==> src/rtl/sum_collector.sv <==
// Adder-result collector: a DEPTH-entry FIFO of {carry, sum} results with a sticky drop flag.
// Running total/count statistics are built only when SUM_COLLECTOR_ACC_EN is defined.
module sum_collector #(
  parameter int DEPTH = 4
) (
  input  logic        clock,
  input  logic        reset,
  input  logic        in_valid,
  input  logic [31:0] in_sum,
  input  logic        in_carry,
  input  logic        clear,
  output logic        out_valid,
  input  logic        out_ready,
  output logic [32:0] out_data,
  output logic [4:0]  level,
  output logic [39:0] acc,
  output logic [15:0] count,
  output logic        overflow_err
);

  localparam int AW = (DEPTH > 1) ? $clog2(DEPTH) : 1;
  localparam logic [4:0] DEPTH_L = 5'(DEPTH);

  logic [AW-1:0] wr_ptr_q, wr_ptr_d;
  logic [AW-1:0] rd_ptr_q, rd_ptr_d;
  logic [4:0]    level_q, level_d;
  logic          ovf_q, ovf_d;
  logic [32:0]   mem_q [DEPTH];
  logic          push, pop, drop;

  // A full FIFO still accepts a result when the head leaves in the same cycle.
  always_comb begin
    pop  = (level_q != 5'd0) && out_ready;
    push = in_valid && ((level_q < DEPTH_L) || pop);
    drop = in_valid && !push;

    wr_ptr_d = push ? wr_ptr_q + 1'b1 : wr_ptr_q;
    rd_ptr_d = pop  ? rd_ptr_q + 1'b1 : rd_ptr_q;

    level_d = level_q;
    case ({push, pop})
      2'b10:   level_d = level_q + 5'd1;
      2'b01:   level_d = level_q - 5'd1;
      default: level_d = level_q;
    endcase

    ovf_d = ovf_q;
    if (clear) begin
      ovf_d = 1'b0;
    end else if (drop) begin
      ovf_d = 1'b1;
    end
  end

  always_ff @(posedge clock or posedge reset) begin
    if (reset) begin
      wr_ptr_q <= '0;
      rd_ptr_q <= '0;
      level_q  <= '0;
      ovf_q    <= 1'b0;
    end else begin
      wr_ptr_q <= wr_ptr_d;
      rd_ptr_q <= rd_ptr_d;
      level_q  <= level_d;
      ovf_q    <= ovf_d;
    end
  end

  // Storage needs no reset: level gates every read.
  always_ff @(posedge clock) begin
    if (push) begin
      mem_q[wr_ptr_q] <= {in_carry, in_sum};
    end
  end

  assign out_valid    = (level_q != 5'd0);
  assign out_data     = out_valid ? mem_q[rd_ptr_q] : 33'd0;
  assign level        = level_q;
  assign overflow_err = ovf_q;

`ifdef SUM_COLLECTOR_ACC_EN
  logic [39:0] acc_q, acc_d;
  logic [15:0] count_q, count_d;

  // Clear wins over a simultaneous push; the entry itself still enters the FIFO.
  always_comb begin
    acc_d   = acc_q;
    count_d = count_q;
    if (clear) begin
      acc_d   = '0;
      count_d = '0;
    end else if (push) begin
      acc_d = acc_q + {7'b0, in_carry, in_sum};
      if (count_q != 16'hFFFF) begin
        count_d = count_q + 16'd1;
      end
    end
  end

  always_ff @(posedge clock or posedge reset) begin
    if (reset) begin
      acc_q   <= '0;
      count_q <= '0;
    end else begin
      acc_q   <= acc_d;
      count_q <= count_d;
    end
  end

  assign acc   = acc_q;
  assign count = count_q;
`else
  assign acc   = '0;
  assign count = '0;
`endif

endmodule

==> config.mk <==
export PLATFORM = sky130hd
export DESIGN_NAME = sum_collector
export DESIGN_NICKNAME = d
export VERILOG_FILES = /design/src/rtl/sum_collector.sv
export SDC_FILE = /design/constraint.sdc
export NUM_CORES = 1
export LEC_CHECK = 0
export ABC_AREA = 1
export CORE_ASPECT_RATIO = 1.1
export CORE_MARGIN = 2
export CORE_UTILIZATION = 47
export CTS_BUF_LIST = sky130_fd_sc_hd__clkbuf_4
export DETAILED_ROUTE_END_ITERATION = 12
export HOLD_SLACK_MARGIN = 0.05
export PLACE_DENSITY_LB_ADDON = 0.15
export SLEW_MARGIN = 20
export SYNTH_ARGS = -nofsm -noshare
export SYNTH_HDL_FRONTEND = slang
export SYNTH_SLANG_ARGS = --single-unit
==> constraint.sdc <==
create_clock -name clock -period 2.8 [get_ports clock]
set_clock_uncertainty 0.05 [all_clocks]
set_input_delay 0.56 -clock clock [delete_from_list [all_inputs] [get_ports clock]]
set_output_delay 0.56 -clock clock [all_outputs]
set_load 0.01 [all_outputs]
==> results of run 1 <==
[how the worst max path moves through the flow]
| stage | start | endpoint | cells past startpoint |
|---|---|---|---|
| after floorplan | level[3] | mem_q[0][0] | 5 |
| after global placement | out_ready | level[4] | 16 |
| after detailed placement | out_ready | level[4] | 16 |
| after CTS | level[3] | out_data[25] | 6 |
| after global routing | rd_ptr_q[0] | out_data[6] | 5 |
| final | rd_ptr_q[0] | out_data[6] | 5 |
[cell usage after synthesis, drive strengths merged]
| master | number | area, sq um |
|---|---|---|
| clkbuf | 6 | 22.5 |
| conb | 1 | 3.75 |
| nand2 | 24 | 90.1 |
| nand3 | 7 | 35.0 |
| a21oi | 36 | 180 |
| dfrtp | 10 | 250 |
| edfxtp | 132 | 3960 |
| ha | 8 | 100 |
| o21ai | 68 | 340 |
| nand3b | 1 | 7.51 |
| inv | 21 | 78.8 |
| buf | 74 | 534 |
| o21bai | 1 | 7.51 |
| xnor2 | 1 | 8.76 |
| xor2 | 4 | 35.0 |
| nor2 | 142 | 533 |
[power groups by stage]
stage	sequential [mW]	combinational (mW)	clock [mW]
after floorplan	2.85	1.92	0
final	2.79	3.41	1.24
after detailed placement	2.86	3.42	0
after global routing	2.81	3.79	1.37
after global placement	2.85	3.38	0
after CTS	2.78	3.40	1.29
[critical path, delay by kind of cell (launching register included)]
kind / cells / cell delay, ps
AOI/OAI and AO/OA: 2 / 260
DFF: 1 / 470
buffers and inverters: 3 / 850
[cells in the final DEF (no fill, tap or decap), types with 2 or more instances in the layout]
cell	netlist	routed
clkbuf_16	0	2
clkbuf_4	0	18
inv_1	20	19
buf_4	58	18
buf_12	0	7
nand3_1	7	7
ha_1	8	8
bufinv_16	0	2
a21oi_1	36	34
clkdlybuf4s50_1	0	45
o21ai_0	41	41
nand2_1	24	24
dlygate4sd2_1	0	19
nor2_4	0	4
edfxtp_1	132	132
dfrtp_1	10	9
clkinv_4	0	3
nor2_1	142	138
clkinv_2	0	2
o21ai_1	27	27
xor2_1	4	4
clkinvlp_4	0	5
dlymetal6s2s_1	0	13
conb_1	1	56
a21oi_2	0	2
inv_2	1	2
[timing repair]
item	CTS	global route
setup endpoints to repair	33	14
cloned	0	2
buffers inserted	5	2
hold endpoints to repair	0	0
resized for setup	25	16
[sequential cells by signal, indices dropped and copies added (netlist names)]
register,flops
level,5
mem_q,132
overflow_err,1
rd_ptr_q,2
wr_ptr_q,2
[stage by stage]
step / hold slack (ps) / worst slack (ps) / util (%)
after global placement: 457 / 359 / 55.2
after global routing: 267 / -73.2 / 58.5
after CTS: 252 / 1.80 / 57.7
after detailed placement: 460 / 294 / 55.2
final: 277 / 102 / 58.5
after floorplan: 350 / 40.1 / -
[cell families after synthesis]
logic type	synth area share (%)
AO/OA/AOI/OAI	8.53
buffers and inverters	10.3
other	0.0606
flip-flops	68.1
XOR/XNOR	0.707
AND/OR/NAND/NOR	10.8
adder cells (fa/ha/maj)	1.62
[routing by layer]
layer,up-vias,GRT usage (%)
li1,1919,-
met1,1882,22.1
met2,145,29.8
met3,7,5.11
met4,0,5.88
met5,-,0
[cell type report]
cell class / instances / share of cell area [%]
multi-input cells: 348 / 21.3
inverters: 21 / 1.06
well taps: 157 / 2.63
repair buffers: 104 / 14.8
clock buffers: 18 / 1.81
clock inverters: 13 / 1.91
flip-flops and latches: 142 / 56.5
==> results.json, run 1 <==
{
  "outcome": "finished clean",
  "place_area_sq_um": 7040,
  "layout-drive-gt1-share_pct": 10.4,
  "gp_congestion": 0.800,
  "htreeDepth": 4,
  "path_max_fanout": 30,
  "power_switching_share_pct": 37.0,
  "stdcell_area_sq_um": 7460,
  "slowest_stage": "clkdlybuf4s50_1",
  "syn_to_final_growth_pct": 20.5,
  "numCtsBuffers": 17,
  "p_seq_share_pct": 37.5,
  "diodes": 0,
  "maxCapViolCount": 0,
  "dp_hpwl_mm": 7.34,
  "setup_viol": 0,
  "synth.distinct_cells": 20,
  "crit_chain": "inv_2 -> buf_12 -> o21ai_0 -> a21oi_1 -> clkdlybuf4s50_1",
  "grt_pass1_vias": 3805,
  "antenna_found_initial": 0,
  "ir_drop_mv": 0.465,
  "totalWireLength_mm": 12.4,
  "r2r_setup_slack_ps": 610,
  "start_util_pct": 48.6,
  "multi_input_area_sq_um": 1590,
  "clock_path_buffers": 2,
  "final.setup.tns_ps": 0,
  "wl_met1_mm": 5.32,
  "io_pins": 134,
  "routedWlPerCell_um": 15.4,
  "dr.pass1.iters": 6,
  "portBuffers": 77,
  "ys_seq_elements": 142,
  "cts_tree": "built",
  "holdCritPathClass": "in2async",
  "drv_slew": 0,
  "fillCellCount": 1066,
  "regArea_sq_um": 4220,
  "overflow": 0,
  "hold_buffers": 0,
  "syn_area_sq_um": 6190,
  "die_y_um": 124,
  "synth_warnings": 0,
  "cts.clk_slew.worst_paths_ps": 120,
  "drt_iter0_drc": 202,
  "power.total_mw": 7.44,
  "path_class": "reg2out",
  "route.met2.wl_mm": 6.27,
  "worst_setup_path_start_kind": "flop",
  "max_stage_delay_ps": 560,
  "p_switching_mw": 2.75,
  "setup.worst_path.end_class": "output pin",
  "vias": 3953,
  "top_layer_used": "met4",
  "die_x_um": 113,
  "cts_num_sinks": 142,
  "reg2reg_from": "level[3]",
  "grtUsageTotal_pct": 17.7,
  "clock_latency_ps": 510,
  "fin_crit_sh_pct": 96.4,
  "layout.nets": 680,
  "finalCriticalPeriod_ps": 2700,
  "final_antenna_net_count": 0,
  "grt_max_degree": 45,
  "core_sq_um": 12800,
  "clockPowerShare_pct": 16.7,
  "vias_per_cell": 4.92,
  "p_leak_nw": 2.93,
  "place_inst": 763,
  "arrival_ps": 2090,
  "reg2reg_to": "level[4]",
  "clock.fmax_ghz": 0.371,
  "yosysSeqAreaShare_pct": 68.1,
  "hold_viol": 0,
  "worstPathRequired_ps": 2190,
  "comb_power_share_pct": 45.8,
  "internal_power_mw": 4.69,
  "syn_inst": 536,
  "drcViolationCount": 0,
  "grt_first_pass_wirelength_mm": 19.1,
  "cts-root-buf": "clkbuf_4",
  "die-area_sq_um": 14100,
  "layout.cells.non_filler": 803,
  "synth_area_per_cell_sq_um": 11.6,
  "rr_worst_depth": 16,
  "wl_met3_um": 693,
  "power.density_nw_per_um2": 998,
  "rows": 43,
  "rsz0062_at_grt": "yes"
}
No activity file was read; power rests on OpenSTA's default activity.
==> inputs of run 2 (changes only) <==
--- a/config.mk
+++ b/config.mk
@@ -8,11 +8,12 @@
 export ABC_AREA = 1
 export CORE_ASPECT_RATIO = 1.1
 export CORE_MARGIN = 2
-export CORE_UTILIZATION = 47
+export CORE_UTILIZATION = 59
 export CTS_BUF_LIST = sky130_fd_sc_hd__clkbuf_4
 export DETAILED_ROUTE_END_ITERATION = 12
+export DONT_BUFFER_PORTS = 1
 export HOLD_SLACK_MARGIN = 0.05
-export PLACE_DENSITY_LB_ADDON = 0.15
+export PLACE_DENSITY = 0.78
 export SLEW_MARGIN = 20
 export SYNTH_ARGS = -nofsm -noshare
 export SYNTH_HDL_FRONTEND = slang
==> run 2 against run 1 <==
Against the previous run:
- total power decreased by 7.7%
- non-clock buffer count shrank 50
- clock power rose by 19%
- sequential power up 1%
- cell count fell by 7.8%
- critical endpoint is now out_data[15]
- wire length is 6.3% lower
- global-route usage grew 3.8 points
- count of clock-buffer cells in the layout is 1 lower
==> results.json, run 2 (synthesis results as in run 1) <==
{
  "place_inst": 670,
  "gp_congestion": 0.770,
  "cts_num_sinks": 142,
  "dr.pass1.iters": 5,
  "r2r_setup_slack_ps": 350,
  "p_leak_nw": 2.59,
  "path_max_fanout": 33,
  "maxCapViolCount": 0,
  "worst_pin_slew_ps": 582,
  "setup.worst_path.end_class": "output pin",
  "wl_met3_um": 991,
  "core_sq_um": 10300,
  "cts.clk_slew.worst_paths_ps": 120,
  "rsz0062_at_grt": "no",
  "drcViolationCount": 0,
  "hold_viol": 0,
  "cts-root-buf": "clkbuf_4",
  "cts_post_setup_buffers_inserted": 0,
  "final_cell_mix": "138 x nor2_1, 132 x edfxtp_1, 56 x conb_1",
  "die_y_um": 111,
  "ir_drop_mv": 0.715,
  "wl_met1_mm": 4.51,
  "start_util_pct": 60.1,
  "slew_headroom_pct": 61.2,
  "diodes": 0,
  "setup_viol": 0,
  "numCtsBuffers": 17,
  "clock.fmax_ghz": 0.384,
  "layout.cells.non_filler": 740,
  "vias": 3897,
  "regMostFlops": "mem_q",
  "final_antenna_net_count": 0,
  "syn_to_final_growth_pct": 12.4,
  "grt_pass1_vias": 3724,
  "layout-drive-gt1-share_pct": 8.88,
  "outcome": "finished clean",
  "layout.nets": 630,
  "routedWlPerCell_um": 15.7,
  "grtUsageTotal_pct": 21.5,
  "clock_path_buffers": 2,
  "drt_iter0_drc": 271,
  "rows": 39,
  "grt_first_pass_wirelength_mm": 18.3,
  "fin_crit_sh_pct": 92.9,
  "totalWireLength_mm": 11.6,
  "top_layer_used": "met4",
  "finalCriticalPeriod_ps": 2600,
  "worst_setup_path_start_kind": "flop",
  "dp_hpwl_mm": 6.87,
  "die_x_um": 102,
  "drv_slew": 0,
  "vias_per_cell": 5.27,
  "rr_worst_depth": 16,
  "htreeDepth": 4,
  "grt_max_degree": 67,
  "min_path_cells": 2,
  "path_class": "reg2out",
  "die-area_sq_um": 11300,
  "io_pins": 134,
  "cts_tree": "built",
  "worstPathRequired_ps": 2190,
  "power.density_nw_per_um2": 986,
  "clock_latency_ps": 510,
  "arrival_ps": 1990,
  "portBuffers": 0,
  "antenna_found_initial": 0,
  "largest_reg_flops": 132,
  "overflow": 0,
  "holdCritPathClass": "in2reg",
  "route.met2.wl_mm": 5.95,
  "final_common_cell": "nor2_1",
  "final.setup.tns_ps": 0
}
run 2: area by class of cell:
type	instances	area, sq um
Sequential cell	142	4220
Fill cell	705	3330
Multi-Input combinational cell	348	1580
Timing Repair Buffer	54	576
Clock inverter	15	206
Tap cell	143	179
Clock buffer	17	128
Inverter	21	80.1
run 2: stage by stage:
stage                     setup slack, ps  total power [mW]  utilization, %  hold WS, ps  instance area (sq um)
final                                 199              6.87            67.6          147                   6960
after global routing                 35.3              7.31            67.6         88.1                   6960
after CTS                             127              6.90            67.3         55.1                   6930
after detailed placement              397              5.39            60.7          408                   6250
after global placement                526              5.29            60.7          399                   6250
after floorplan                      40.1              4.78               -          350                   6400
run 2: critical path, stage by stage (launching register included):
cell and delay (ps):
dfrtp_1 470, nor2_1 180, nand3_1 200, inv_1 150
buf_12 220, a21oi_1 90, buf_4 150
run 2: where the power goes:
group	switching, mW	internal [mW]
combinational	1.75	0.819
sequential	0.151	2.68
clock	0.744	0.723
run 2: worst paths after layout:
kind	startpoint	endpoint
max	level[3]	out_data[15]
min	in_valid	overflow_err
max reg2reg	level[3]	level[4]
min reg2reg	overflow_err	overflow_err
max in group asynchronous	reset	rd_ptr_q[0]
min in group asynchronous	reset	overflow_err
run 2: what timing repair did:
item                       in CTS  in global routing
setup endpoints to repair       0                  1
hold endpoints to repair      137                  6
gates resized for setup         0                  1
hold buffers                   35                  3
run 2: layer usage:
metal | GRT usage (%) | vias up
li1 | - | 1833
met2 | 35.4 | 185
met5 | 0 | -
met1 | 26.4 | 1865
met3 | 7.72 | 14
met4 | 7.12 | 0
